## src/rtl/cla_nibble_sequencer_if.sv

```systemverilog
// Bundle between the nibble sequencer and its environment: operand request,
// result return, and the nibble-wide link to the shared 4-bit CLA stage.
interface cla_nibble_sequencer_if #(
   parameter int NIBBLES = 4
);
   localparam int W = 4 * NIBBLES;

   logic          in_valid;
   logic          in_ready;
   logic [W-1:0]  a;
   logic [W-1:0]  b;
   logic          cin;
   logic          sub;

   logic [3:0]    cla_a;
   logic [3:0]    cla_b;
   logic          cla_cin;
   logic [3:0]    cla_s;
   logic          cla_cout;

   logic          out_valid;
   logic          out_ready;
   logic [W-1:0]  sum;
   logic          cout;
   logic          overflow;

   // environment side: supplies operands, the CLA stage and the result consumer
   modport master (
      output in_valid, a, b, cin, sub, cla_s, cla_cout, out_ready,
      input  in_ready, cla_a, cla_b, cla_cin, out_valid, sum, cout, overflow
   );

   modport slave (
      input  in_valid, a, b, cin, sub, cla_s, cla_cout, out_ready,
      output in_ready, cla_a, cla_b, cla_cin, out_valid, sum, cout, overflow
   );
endinterface

```

## src/rtl/cla_nibble_sequencer.sv

```systemverilog
// Word adder/subtractor that walks one external 4-bit CLA stage across the
// operand, least significant nibble first, one nibble per clock.
//
// state | meaning
// IDLE  | waiting for operands, in_ready high
// RUN   | feeding nibble k to the CLA stage, capturing sum/carry each edge
// DONE  | result presented with out_valid, held until out_ready
module cla_nibble_sequencer #(
   parameter int NIBBLES = 4
) (
   input  logic                   clk,
   input  logic                   rst,
   cla_nibble_sequencer_if.slave  bus
);
   localparam int W  = 4 * NIBBLES;
   localparam int KW = (NIBBLES > 1) ? $clog2(NIBBLES) : 1;
   localparam logic [KW-1:0] K_LAST = KW'(NIBBLES - 1);

   typedef enum logic [1:0] {
      S_IDLE = 2'd0,
      S_RUN  = 2'd1,
      S_DONE = 2'd2
   } state_t;

   state_t         state;
   state_t         state_nxt;

   logic [W-1:0]   a_reg;
   logic [W-1:0]   b_reg;
   logic [W-1:0]   sum_reg;
   logic           carry_reg;
   logic           cout_reg;
   logic           ovf_reg;
   logic [KW-1:0]  k;

   logic           accept;
   logic           last_nib;
   logic [3:0]     nib_a;
   logic [3:0]     nib_b;

   assign accept   = bus.in_valid & bus.in_ready;
   assign last_nib = (k == K_LAST);

   // nibble select by compare rather than a computed part-select keeps the
   // index width independent of NIBBLES
   always_comb begin
      nib_a = '0;
      nib_b = '0;
      for (int i = 0; i < NIBBLES; i++) begin
         if (k == KW'(i)) begin
            nib_a = a_reg[4*i +: 4];
            nib_b = b_reg[4*i +: 4];
         end
      end
   end

   always_ff @(posedge clk or posedge rst) begin
      if (rst) begin
         state <= S_IDLE;
      end else begin
         state <= state_nxt;
      end
   end

   always_comb begin
      state_nxt = state;
      case (state)
         S_IDLE:  if (accept)        state_nxt = S_RUN;
         S_RUN:   if (last_nib)      state_nxt = S_DONE;
         S_DONE:  if (bus.out_ready) state_nxt = S_IDLE;
         default:                    state_nxt = S_IDLE;
      endcase
   end

   always_comb begin
      bus.in_ready  = 1'b0;
      bus.out_valid = 1'b0;
      bus.cla_a     = 4'h0;
      bus.cla_b     = 4'h0;
      bus.cla_cin   = 1'b0;
      case (state)
         S_IDLE: bus.in_ready = 1'b1;
         S_RUN: begin
            bus.cla_a   = nib_a;
            bus.cla_b   = nib_b;
            bus.cla_cin = carry_reg;
         end
         S_DONE: bus.out_valid = 1'b1;
         default: ;
      endcase
   end

   always_ff @(posedge clk or posedge rst) begin
      if (rst) begin
         a_reg     <= '0;
         b_reg     <= '0;
         sum_reg   <= '0;
         carry_reg <= 1'b0;
         cout_reg  <= 1'b0;
         ovf_reg   <= 1'b0;
         k         <= '0;
      end else begin
         case (state)
            S_IDLE: begin
               if (accept) begin
                  a_reg     <= bus.a;
                  b_reg     <= bus.sub ? ~bus.b : bus.b;
                  carry_reg <= bus.sub | bus.cin;
                  sum_reg   <= '0;
                  k         <= '0;
               end
            end
            S_RUN: begin
               for (int i = 0; i < NIBBLES; i++) begin
                  if (k == KW'(i)) sum_reg[4*i +: 4] <= bus.cla_s;
               end
               carry_reg <= bus.cla_cout;
               if (last_nib) begin
                  k        <= '0;
                  cout_reg <= bus.cla_cout;
                  // carry into the MSB is recovered from the sum bit
                  ovf_reg  <= bus.cla_cout ^ (nib_a[3] ^ nib_b[3] ^ bus.cla_s[3]);
               end else begin
                  k <= k + 1'b1;
               end
            end
            default: ;
         endcase
      end
   end

   assign bus.sum      = sum_reg;
   assign bus.cout     = cout_reg;
   assign bus.overflow = ovf_reg;

endmodule

```

## src/flat_wrapper.sv

```systemverilog
// flat-port wrapper written by rule: the top's interface ports become plain ports
module cla_nibble_sequencer_flat 
#(
   parameter int NIBBLES = 4
)
  (clk, rst, bus_in_valid, bus_a, bus_b, bus_cin, bus_sub, bus_cla_s, bus_cla_cout, bus_out_ready, bus_in_ready, bus_cla_a, bus_cla_b, bus_cla_cin, bus_out_valid, bus_sum, bus_cout, bus_overflow);
  cla_nibble_sequencer_if #(.NIBBLES(NIBBLES)) bus_i ();
  input  logic clk;
  input  logic rst;
  input wire logic [$bits(bus_i.in_valid)-1:0] bus_in_valid;
  input wire logic [$bits(bus_i.a)-1:0] bus_a;
  input wire logic [$bits(bus_i.b)-1:0] bus_b;
  input wire logic [$bits(bus_i.cin)-1:0] bus_cin;
  input wire logic [$bits(bus_i.sub)-1:0] bus_sub;
  input wire logic [$bits(bus_i.cla_s)-1:0] bus_cla_s;
  input wire logic [$bits(bus_i.cla_cout)-1:0] bus_cla_cout;
  input wire logic [$bits(bus_i.out_ready)-1:0] bus_out_ready;
  output wire logic [$bits(bus_i.in_ready)-1:0] bus_in_ready;
  output wire logic [$bits(bus_i.cla_a)-1:0] bus_cla_a;
  output wire logic [$bits(bus_i.cla_b)-1:0] bus_cla_b;
  output wire logic [$bits(bus_i.cla_cin)-1:0] bus_cla_cin;
  output wire logic [$bits(bus_i.out_valid)-1:0] bus_out_valid;
  output wire logic [$bits(bus_i.sum)-1:0] bus_sum;
  output wire logic [$bits(bus_i.cout)-1:0] bus_cout;
  output wire logic [$bits(bus_i.overflow)-1:0] bus_overflow;
  assign bus_i.in_valid = bus_in_valid;
  assign bus_i.a = bus_a;
  assign bus_i.b = bus_b;
  assign bus_i.cin = bus_cin;
  assign bus_i.sub = bus_sub;
  assign bus_i.cla_s = bus_cla_s;
  assign bus_i.cla_cout = bus_cla_cout;
  assign bus_i.out_ready = bus_out_ready;
  assign bus_in_ready = bus_i.in_ready;
  assign bus_cla_a = bus_i.cla_a;
  assign bus_cla_b = bus_i.cla_b;
  assign bus_cla_cin = bus_i.cla_cin;
  assign bus_out_valid = bus_i.out_valid;
  assign bus_sum = bus_i.sum;
  assign bus_cout = bus_i.cout;
  assign bus_overflow = bus_i.overflow;
  cla_nibble_sequencer #(.NIBBLES(NIBBLES)) u_core (.clk(clk), .rst(rst), .bus(bus_i));
endmodule
```

## config.mk

```make
export PLATFORM = sky130hd
export DESIGN_NAME = cla_nibble_sequencer_flat
export DESIGN_NICKNAME = d
export VERILOG_FILES = /design/src/rtl/cla_nibble_sequencer_if.sv /design/src/rtl/cla_nibble_sequencer.sv /design/src/flat_wrapper.sv
export SDC_FILE = /design/constraint.sdc
export NUM_CORES = 1
export LEC_CHECK = 0
export BUFFER_PORTS_ARGS = -buffer_cell sky130_fd_sc_hd__buf_2
export CELL_PAD_IN_SITES_DETAIL_PLACEMENT = 0
export CELL_PAD_IN_SITES_GLOBAL_PLACEMENT = 2
export CORE_MARGIN = 3
export CORE_UTILIZATION = 35
export CTS_CLUSTER_DIAMETER = 150
export DETAILED_ROUTE_END_ITERATION = 12
export PLACE_DENSITY = 0.86
export SYNTH_ARGS = -nofsm -noshare
export SYNTH_HDL_FRONTEND = slang
export SYNTH_SLANG_ARGS = --single-unit
export TNS_END_PERCENT = 50
```

## constraint.sdc

```tcl
create_clock -name clk -period 3.6 [get_ports clk]
set_input_delay 0.72 -clock clk [delete_from_list [all_inputs] [get_ports clk]]
set_output_delay 0.72 -clock clk [all_outputs]
set_load 0.01 [all_outputs]
```

======== After elaboration in Yosys (flattened, before gate mapping) ========
Cells that the tools add are included.
W data, S select, Z words.
storage, ports and cells
  register bits after elaboration ......... 55
  bits of input ports ..................... 43
  output and inout port bits .............. 29
  logic and storage cells ................. 69
operators by class
  reduce and logical (&&, ||, !) cells .... 11
  mux-type cells .......................... 29
  $add $sub $neg .......................... 1
  equal/unequal tests ..................... 11
  bitwise gates (word level) .............. 6
operator list
  cell                   count
  $mux W4                14
  $mux W16               2
  $pmux W16 S2           1
  $not A16 Y16           1
  $reduce_and A3 Y1      5
  $mux W2                5
  $ne A2 B1 Y1 const B   5
  $eq A2 B2 Y1 const B   3
  $pmux W2 S3            1
  $reduce_and A2 Y1      3
  $eq A2 B1 Y1 const B   2
  $logic_not A2 Y1       2
  $mux W1                4
  $pmux W2 S2            1
  $xor A1 B1 Y1          3
  $add A2 B1 Y2 const B  1
  $ne A2 B2 Y1 const B   1
  $pmux W1 S2            1
  $reduce_bool A2 Y1     1
  $and A1 B1 Y1          1
  $or A1 B1 Y1           1

======== Longest topological paths before layout ========
  depth after elaboration ................. 8
  gate-level depth with buffers ........... 8
  gate-level depth less buffers ........... 6

======== Worst setup path after synthesis ========
OpenSTA, ideal clock, no wires.
  path kind ............................... flip-flop to output port
  from .................................... register u_core.k[0]
  to ...................................... output bus_cla_a[0]
  slack ................................... 1.454 ns
  buffers on the path ..................... 1
  arrival ................................. 1.426 ns
  cell stages (with the launch flop) ...... 7
  required time ........................... 2.880 ns
  path through ............................ dfrtp_1 -> ha_1 -> buf_6 -> nor2b_1 -> a221oi_1 -> a211o_1 -> a21oi_1
on the way
  longest elaborated chain between the ends .. 6
  elaborated cells between the ends (all ways) .. 9
  classes of those cells .................. eq/ne (3); mux (5); reduce/logical (1)
ends and longest elaborated chain
  element                 RTL line                     text
  from (decl)             cla_nibble_sequencer.sv:34   logic [KW-1:0] k;
  from (signal assigned)  cla_nibble_sequencer.sv:124  k <= k + 1'b1;
  $logic_not A2 Y1        cla_nibble_sequencer.sv:50   if (k == KW'(i)) begin
  $mux W4 (3 in a row)    cla_nibble_sequencer.sv:50
  $mux W4 *               cla_nibble_sequencer.sv:50
  $mux W4 *               cla_nibble_sequencer.sv:81   case (state)
  to (decl)               flat_wrapper.sv:19           output wire logic [$bits(bus_i.cla_a)-1:0] bus_cla_a;
Mark *: on every way between the ends. The rest lies on a longest branch, timed or not.

======== Worst setup path in the final report ========
  from .................................... register u_core.k[0]
  to ...................................... output bus_cla_a[3]
The elaborated chain is that of the path after synthesis.

==> impl_metrics.tcl <==
set metrics [dict create \
    worstPathMaxFanout 21 \
    setup.worst_path.start_class "flop" \
    min_delay_worst_endpoint "u_core.bus.overflow$_DFFE_PP0P_" \
    core_um2 7450 \
    clock-sinks 55 \
    gp_congestion 0.766 \
    setup_violations 0 \
    die_x_um 94.9 \
    dieHeight_um 94.9 \
    syn_inst 274 \
    synth_seq_area_share_pct 49.8 \
    leakage_nw 1.55 \
    drt-total-wl_mm 6.21 \
    timing.rr.end "u_core.bus.overflow$_DFFE_PP0P_" \
    rows 31 \
    slew-limit-headroom_pct 42.0 \
    max_clock_freq_mhz 337 \
    layout_setup_ws_ns 0.632 \
    ant_nets 0 \
    cts_tree "built" \
    critical_path_class "flop to primary output" \
    htree_num_levels 2 \
    drc_errors 0 \
    start_util_pct 37.1 \
    cts_root_buffer "clkbuf_8" \
    worstSetupEndpointType "primary output" \
    die_area_um2 9000 \
    timing.final.crit_share_pct 82.4 \
    clk_path_buf_depth 2 \
    via_per_inst 4.75 \
    ioPinCount 72 \
    cts_setup_buffers 0 \
    synth_fp_nets 321 \
    regToRegSetupSlack_ns 1.64 \
    rsz0062_at_grt "no" \
    worstReg2RegStart "u_core.k[0]$_DFFE_PP0P_" \
    clkPwrFrac_pct 13.3 \
    antenna_cells 0 \
    layout.nets 381 \
    min_period_ns 2.97 \
    grt_pass1_vias 2064 \
    drtPass1Iterations 4 \
    clock_latency_ns 0.30 \
    grt_pass1_wl_mm 10.2 \
    hold_depth 2 \
    ys_ff_latch 55 \
    numCtsBuffers 5 \
    grt_max_degree 55 \
    p_seq_share_pct 39.6 \
    ys_warn_count 0 \
    via_count 2061 \
    avgSynthCellArea_um2 10.1 \
    area_growth_pct 16.9 \
    crit_required_ns 2.88 \
    totalNegativeSetupSlack_ns 0 \
    max_cap_viol_count 0 \
    power_frac_comb_pct 47.1 \
    syn_area_um2 2760 \
    grt-ovfl-total 0 \
    grt.total_usage_pct 14.6 \
    timing.hold.ws_ns 0.490 \
    preCtsSetupSlack_ns 0.934 \
    ys_types 32 \
    hold_viol_final 0 \
    intPower_mw 1.67 \
    dr.first_iter.drc_count 80 \
    status "complete, no violations" \
    layout_commonest_cell "buf_2" \
    reg2regPathDepth 6 \
    hold_start "u_core.bus.overflow$_DFFE_PP0P_" \
    cts_resized 0 \
    hold_buffers 0 \
    tightest_slew_ns 0.869 \
    clkSlewWorstSetupHoldPaths_ns 0.09 \
    final_cells 434 \
    antenna_found_initial 0 \
    dp_cells 426 \
    clock_skew_ns 0.00612 \
    wl_per_cell_um 14.3 \
    p_sw_share_pct 39.3 \
    p_sw_mw 1.08 \
    ir_drop_mv 0.341 \
    io_buffers 71 \
    worstPathArrival_ns 2.25 \
    drive_gt1_share_pct 28.7 \
    mostFrequentLayoutCells "buf_2 (71), dfrtp_1 (55), nand2_1 (34)" \
    dp_hpwl_mm 4.43 \
    power_density_nw_per_um2 853 \
    hold_class "flop to flop" \
    finalMaxSlewViolations 0 \
]
Yosys cell counts:
library cell  instances  area, um2
dfrtp_1              55       1380
nand2_1              34        128
a21oi_1              26        130
o21ai_0              25        125
inv_1                21       78.8
xnor2_1              15        131
nor2_1               14       52.6
a22o_1               13        114
mux2_4               10        150
buf_2                 8       40.0
clkbuf_1              6       22.5
buf_6                 5       56.3
a32o_1                4       40.0
ha_1                  4       50.1
xor2_1                4       35.0
a211o_1               3       26.3
a221oi_1              3       26.3
mux2_2                3       33.8
nor2b_1               3       18.8
a211oi_1              2       15.0
and2_1                2       12.5
and2b_1               2       15.0
nor2_2                2       12.5
o21bai_1              2       15.0
and2_4                1       8.76
nand2b_1              1       6.26
nand3b_1              1       7.51
nor3b_1               1       7.51
nor4b_1               1       8.76
o21ai_1               1       5.00
o31ai_1               1       7.51
or2b_1                1       7.51
power groups by stage:
stage,clock network (mW),registers (mW),logic [mW]
2_1_floorplan,0,1.08,0.983
3_3_place_gp,0,1.10,1.29
3_5_place_dp,0,1.10,1.32
4_1_cts,0.381,1.09,1.33
5_1_grt,0.409,1.13,1.48
6_report,0.367,1.09,1.30
kinds of logic (layout without fill, tap and decap cells):
| group | after synthesis | in the layout | share of synthesized area (%) |
|---|---|---|---|
| AOI/OAI and AO/OA | 80 | 80 | 18.2 |
| xor gates and xnor gates | 19 | 19 | 6.02 |
| adders and majority gates | 4 | 4 | 1.81 |
| buffers and inverters | 40 | 101 | 7.15 |
| DFF | 55 | 55 | 49.8 |
| muxes | 13 | 13 | 6.65 |
| and+or+nand+nor | 63 | 63 | 10.3 |
worst max-delay path, cell delays in order, from the launching register on:
cell      delay, ns
dfrtp_1        0.44
inv_1          0.10
ha_1           0.61
a211oi_1       0.11
a211oi_1       0.36
and2_1         0.19
buf_2          0.13
worst max-delay path by stage:
stage | from | end | slack [ns] | cells past startpoint
floorplan | u_core.k[0]$_DFFE_PP0P_ | bus_cla_a[0] | 1.45 | 6
global placement | u_core.k[0]$_DFFE_PP0P_ | bus_cla_a[3] | 1.06 | 6
detailed placement | u_core.k[1]$_DFFE_PP0P_ | bus_cla_a[0] | 0.93 | 7
CTS | u_core.k[1]$_DFFE_PP0P_ | bus_cla_a[0] | 0.59 | 7
global route | u_core.k[1]$_DFFE_PP0P_ | bus_cla_a[1] | 0.39 | 7
finish | u_core.k[0]$_DFFE_PP0P_ | bus_cla_a[3] | 0.63 | 6
metal layers:
metal | part of all wire [%] | global-route usage (%) | vias up
li1 | - | - | 1051
met1 | 50 | 21.4 | 947
met2 | 43 | 22.3 | 58
met3 | 6.6 | 2.95 | 5
met4 | 0.76 | 3.25 | 0
met5 | 0 | 0 | -
area by class of cell:
class	instances	area [um2]
fillers	799	4220
flip-flops and latches	55	1380
multi-input cells	179	1190
repair buffers	72	363
well taps	99	124
clock buffers	8	100
inverters	21	78.8
metrics by stage:
step | utilization (%) | instance area [um2] | power (mW)
2_1_floorplan | - | 2760 | 2.06
3_3_place_gp | 42.1 | 3130 | 2.40
3_5_place_dp | 42.1 | 3130 | 2.43
4_1_cts | 43.4 | 3230 | 2.80
5_1_grt | 43.4 | 3230 | 3.02
6_report | 43.4 | 3230 | 2.76
Power figures use the tool's default switching activity.
